--- src/rtl/fetch_pkg.sv ---
// Shared constants and types for the instruction-fetch sequencer.
// NOP_INST is the word the output stage holds whenever it has nothing valid to present.
package fetch_pkg;

  localparam int DEF_ADDR_W = 6;
  localparam int DEF_INST_W = 32;

  localparam logic [31:0] NOP_INST = 32'h0007_8000;

  typedef enum logic [0:0] {
    RUN  = 1'b0,
    HALT = 1'b1
  } fetch_state_t;

endpackage

--- src/rtl/fetch_ctrl.sv ---
// Instruction-fetch sequencer: owns the PC, addresses the combinational ROM and
// registers each fetched word into a valid/ready stage toward decode.
module fetch_ctrl
  import fetch_pkg::*;
#(
  parameter int               ADDR_W   = DEF_ADDR_W,
  parameter int               INST_W   = DEF_INST_W,
  parameter logic [ADDR_W-1:0] RESET_PC = '0,
  parameter bit               WRAP     = 1'b1
) (
  input  logic              clk,
  input  logic              rst,
  output logic [ADDR_W-1:0] imem_addr,
  input  logic [INST_W-1:0] imem_inst,
  output logic              if_valid,
  input  logic              if_ready,
  output logic [INST_W-1:0] if_inst,
  output logic [ADDR_W-1:0] if_pc,
  input  logic              redirect,
  input  logic [ADDR_W-1:0] redirect_pc,
  input  logic              halt_req,
  output logic              halted,
  output logic [15:0]       fetch_cnt
);

  localparam logic [0:0] ST_RUN  = RUN;
  localparam logic [0:0] ST_HALT = HALT;

  logic [0:0]        state;
  logic [ADDR_W-1:0] pc;
  logic              accept;
  logic              load;
  logic              at_last;

  assign accept  = if_valid & if_ready;
  assign load    = (state == ST_RUN) & (!if_valid | if_ready) & !redirect;
  assign at_last = (pc == {ADDR_W{1'b1}});

  assign imem_addr = pc;
  assign halted    = (state == ST_HALT);

  // Redirect outranks everything, including a halt request in the same cycle;
  // a load from the last address halts instead of wrapping when WRAP is 0.
  always_ff @(posedge clk) begin
    if (rst) begin
      state     <= ST_RUN;
      pc        <= RESET_PC;
      if_valid  <= 1'b0;
      if_inst   <= INST_W'(NOP_INST);
      if_pc     <= '0;
      fetch_cnt <= 16'd0;
    end else begin
      if (accept) begin
        fetch_cnt <= fetch_cnt + 16'd1;
      end

      if (redirect) begin
        pc       <= redirect_pc;
        if_valid <= 1'b0;
        if_inst  <= INST_W'(NOP_INST);
        state    <= ST_RUN;
      end else begin
        if (load) begin
          if_inst  <= imem_inst;
          if_pc    <= pc;
          if_valid <= 1'b1;
          if (!WRAP && at_last) begin
            state <= ST_HALT;
          end else begin
            pc <= pc + 1'b1;
          end
        end else if (accept) begin
          if_valid <= 1'b0;
          if_inst  <= INST_W'(NOP_INST);
        end

        if ((state == ST_RUN) && halt_req) begin
          state <= ST_HALT;
        end
      end
    end
  end

endmodule

--- config.mk ---
export PLATFORM = sky130hd
export DESIGN_NAME = fetch_ctrl
export DESIGN_NICKNAME = d
export VERILOG_FILES = /design/src/rtl/fetch_pkg.sv /design/src/rtl/fetch_ctrl.sv
export SDC_FILE = /design/constraint.sdc
export NUM_CORES = 1
export LEC_CHECK = 0
export CORE_MARGIN = 2
export CORE_UTILIZATION = 43
export CTS_CLUSTER_SIZE = 25
export DETAILED_ROUTE_END_ITERATION = 16
export PLACE_DENSITY_LB_ADDON = 0.2
export SLEW_MARGIN = 20
export SYNTH_ARGS = -nofsm -noshare
export SYNTH_HDL_FRONTEND = slang
export SYNTH_SLANG_ARGS = --single-unit
--- constraint.sdc ---
create_clock -name clk -period 2 [get_ports clk]
set_clock_uncertainty 0.1 [all_clocks]
set_input_delay 0.4 -clock clk [delete_from_list [all_inputs] [get_ports clk]]
set_output_delay 0.4 -clock clk [all_outputs]
set_load 0.05 [all_outputs]
==> flow_metrics.tcl <==
set metrics [dict create \
    die_w_microns 81.03 \
    dp_hpwl_mm 4.500 \
    design.die.area_sq_mm 0.006565 \
    syn-cell-area_sq_mm 0.002551 \
    h-tree-depth 3 \
    timing.critical_path.max_delay_family "buffers and inverters" \
    ctsLongestPathBuffers 2 \
    wl_per_cell_microns 13.19 \
    grt_setup_unrepaired "false" \
    initial_antenna_violation_count 0 \
    clock_pin_slew_worst_setup_and_hold_paths_ps 70 \
    cpMaxStageDelayCell "clkdlybuf4s50_1" \
    count_of_flip_flops_with_a_built_in_enable_after_synthesis 0 \
    clkSinkCount 62 \
    synth_top_family_by_area "simple AND/OR/NAND/NOR gates" \
    crit_path_cell_trace "clkdlybuf4s50_1" \
    initial_utilization_pct 43.87 \
    diodes 0 \
    synth_xor_xnor_area_share_pct 5.150 \
    viasPerCell 5.014 \
    via_count_of_the_first_global_routing_pass 2236 \
    max_freq_mhz 510.6 \
    utilization_after_layout_pct 67.81 \
    cap_violations 0 \
    adder_cell_area_share_of_the_yosys_netlist_pct 0.9809 \
    synth-compound-area-share_pct 10.05 \
    grt_pass1_wl_mm 10.08 \
    grt_max_degree 31 \
    total_leakage_power_uw 0.001883 \
    async_flop_share_pct 0 \
    grt_remaining_overflow 0 \
    relSlewSlack_pct 65.09 \
    final_hold_viol_count 0 \
    post_route_cells_drive_above_1_share_pct 19.47 \
    cpPeakStageDelay_ps 800 \
    r2r_start "fetch_cnt[9]" \
    floorplan.rows 28 \
    syn-num-nets 347 \
    yosys_warnings 0 \
    drt_pass1_iterations 4 \
    cts_root_buf "clkbuf_8" \
    gp_congestion 0.7414 \
    die_h_microns 81.03 \
    dr.first_iter.drc_count 94 \
    worstMarginPinSlew_ps 522.9 \
    post-cts-setup-buffer-count 0 \
    tns_ps 0 \
    synth_simple_gate_area_share_pct 28.45 \
    worst_hold_startpoint "if_pc[4]" \
    route.antenna.remaining_nets 0 \
    critPathMaxFanout 2 \
    arrival_time_reported_for_the_critical_path_endpoint_ps 1460 \
    worstSetupStartpoint "if_inst[22]" \
    dr_total_vias 2462 \
    design.final.nets 457 \
    syn2layout_area_growth_pct 54.59 \
    grtUsageTotal_pct 19.64 \
    drt_drc_violations_left 0 \
    num-fill-cells 491 \
    placed_area_sq_mm 0.003687 \
    ys_dominant_reg_cell "dfxtp_1" \
    status "finished, final reports clean" \
    synthesis.instances 302 \
    dp.cells 476 \
    timing.critical_path.to_type "output port" \
    layoutNonFillerInstCount 491 \
    yosysUniqueCellTypes 35 \
    sequential_area_share_after_synthesis_pct 48.65 \
    p_per_area_mw_per_mm2 743.9 \
    hp-class "flop to flop" \
    ir_drop_mv 0.6697 \
    critPathBufInv 1 \
    post-route-cell-area_sq_mm 0.003944 \
    critical_path_required_ps 1500 \
    synth_seq_cells 62 \
    timing.setup.critical_path_class "flop to output port" \
    hold_slack_ps 360.9 \
    coreArea_sq_mm 0.005816 \
    cts_tree "yes" \
    fin_crit_share_pct 97.92 \
    clkLatencyLatePin_ps 330 \
    layout_min_cycle_time_ps 1958 \
    tritoncts.num_buffers 9 \
    drt-total-wl_mm 6.477 \
    io-pin-count 105 \
    finalSetupViolCount 0 \
    avgSynthCellArea_sq_um 8.448 \
    worst_setup_path_start_kind "flop" \
    synth.area.mux_share_pct 1.766 \
    timing.final.max_slew_violations 0 \
    placement.io_buffers 104 \
]
## cell usage in the layout, fill, tap and decap left out, drive strengths merged, types with 5 or more instances in the layout
| cell | count |
|---|---|
| nand2 | 50 |
| o21ai | 6 |
| clkdlybuf4s50 | 45 |
| clkbuf | 10 |
| dfxtp | 62 |
| a211oi | 5 |
| a21oi | 36 |
| buf | 49 |
| nand3 | 34 |
| nor3 | 9 |
| xnor2 | 12 |
| nor2 | 31 |
| dlymetal6s2s | 23 |
## sequential cells by signal (all words and copies together) (netlist names)
register and cells:
halted 1, if_inst 32, fetch_cnt 16, if_pc 6
imem_addr 6, if_valid 1
## per-stage QoR
| step | power, uW | setup WS (ps) |
|---|---|---|
| final | 2934 | 41.57 |
| after global routing | 3046 | 0.4070 |
| after CTS | 2971 | 0.1177 |
| after detailed placement | 1807 | -144.7 |
| after global placement | 1802 | -122.9 |
| after floorplan | 1596 | 17.45 |
## power by group
group          switching [uW]  internal, uW
clock                     471           689
combinational             271           198
sequential               31.3          1270
total                     773          2160
## cell usage after synthesis (all sizes together), types with 4 or more instances
master  count  share of area (%)
nor2       31                4.6
a21oi      36                7.1
o21ai       6                1.2
nand3      34                6.9
nand2      50                7.4
inv         4               0.59
clkbuf     13                1.9
a211oi      5                1.5
nor2b       4               0.98
nor4        4                1.6
mux2        4                1.8
dfxtp      62                 49
buf         8                2.5
nor3        9                2.0
xnor2      12                4.1
nand4       4                1.6
## what timing repair did
| item | 4_1_cts | 5_1_grt |
|---|---|---|
| gates resized for setup | 3 | 23 |
| setup endpoints to repair | 3 | 23 |
| pin swaps | 0 | 0 |
| endpoints found under the hold margin | 0 | 0 |
| hold buffers | 0 | 0 |
## logic make-up after synthesis
family	count (synthesis)
compound gates	48
simple gates	146
fa+ha+maj	2
flops	62
mux	4
xor+xnor	15
buf+inv	25
## layout make-up
type	instances	area, sq um	area share [%]
timing repair buffer	120	1195	30.30
clock inverter	5	75.07	1.904
sequential	62	1247	31.63
tap	75	93.84	2.379
inverter	4	15.01	0.3807
clock buffer	10	127.6	3.236
multi-input combinational	215	1190	30.17
## layer usage
| metal | routed length, microns | GRT usage, % | vias up |
|---|---|---|---|
| met5 | 0 | 0 | - |
| met4 | 59 | 6.610 | 0 |
| met3 | 462 | 7.111 | 5 |
| met2 | 3108 | 31.32 | 59 |
| met1 | 2847 | 24.60 | 1156 |
| li1 | - | - | 1242 |
## final timing paths
kind	cells after the start	to	slack, ps
worst max-delay path	1	if_inst[22]	40
worst min register to register	2	if_pc[4]	360
worst max register to register	4	fetch_cnt[14]	290
worst min-delay path	2	if_pc[4]	360
Power figures use the tool's default switching activity.
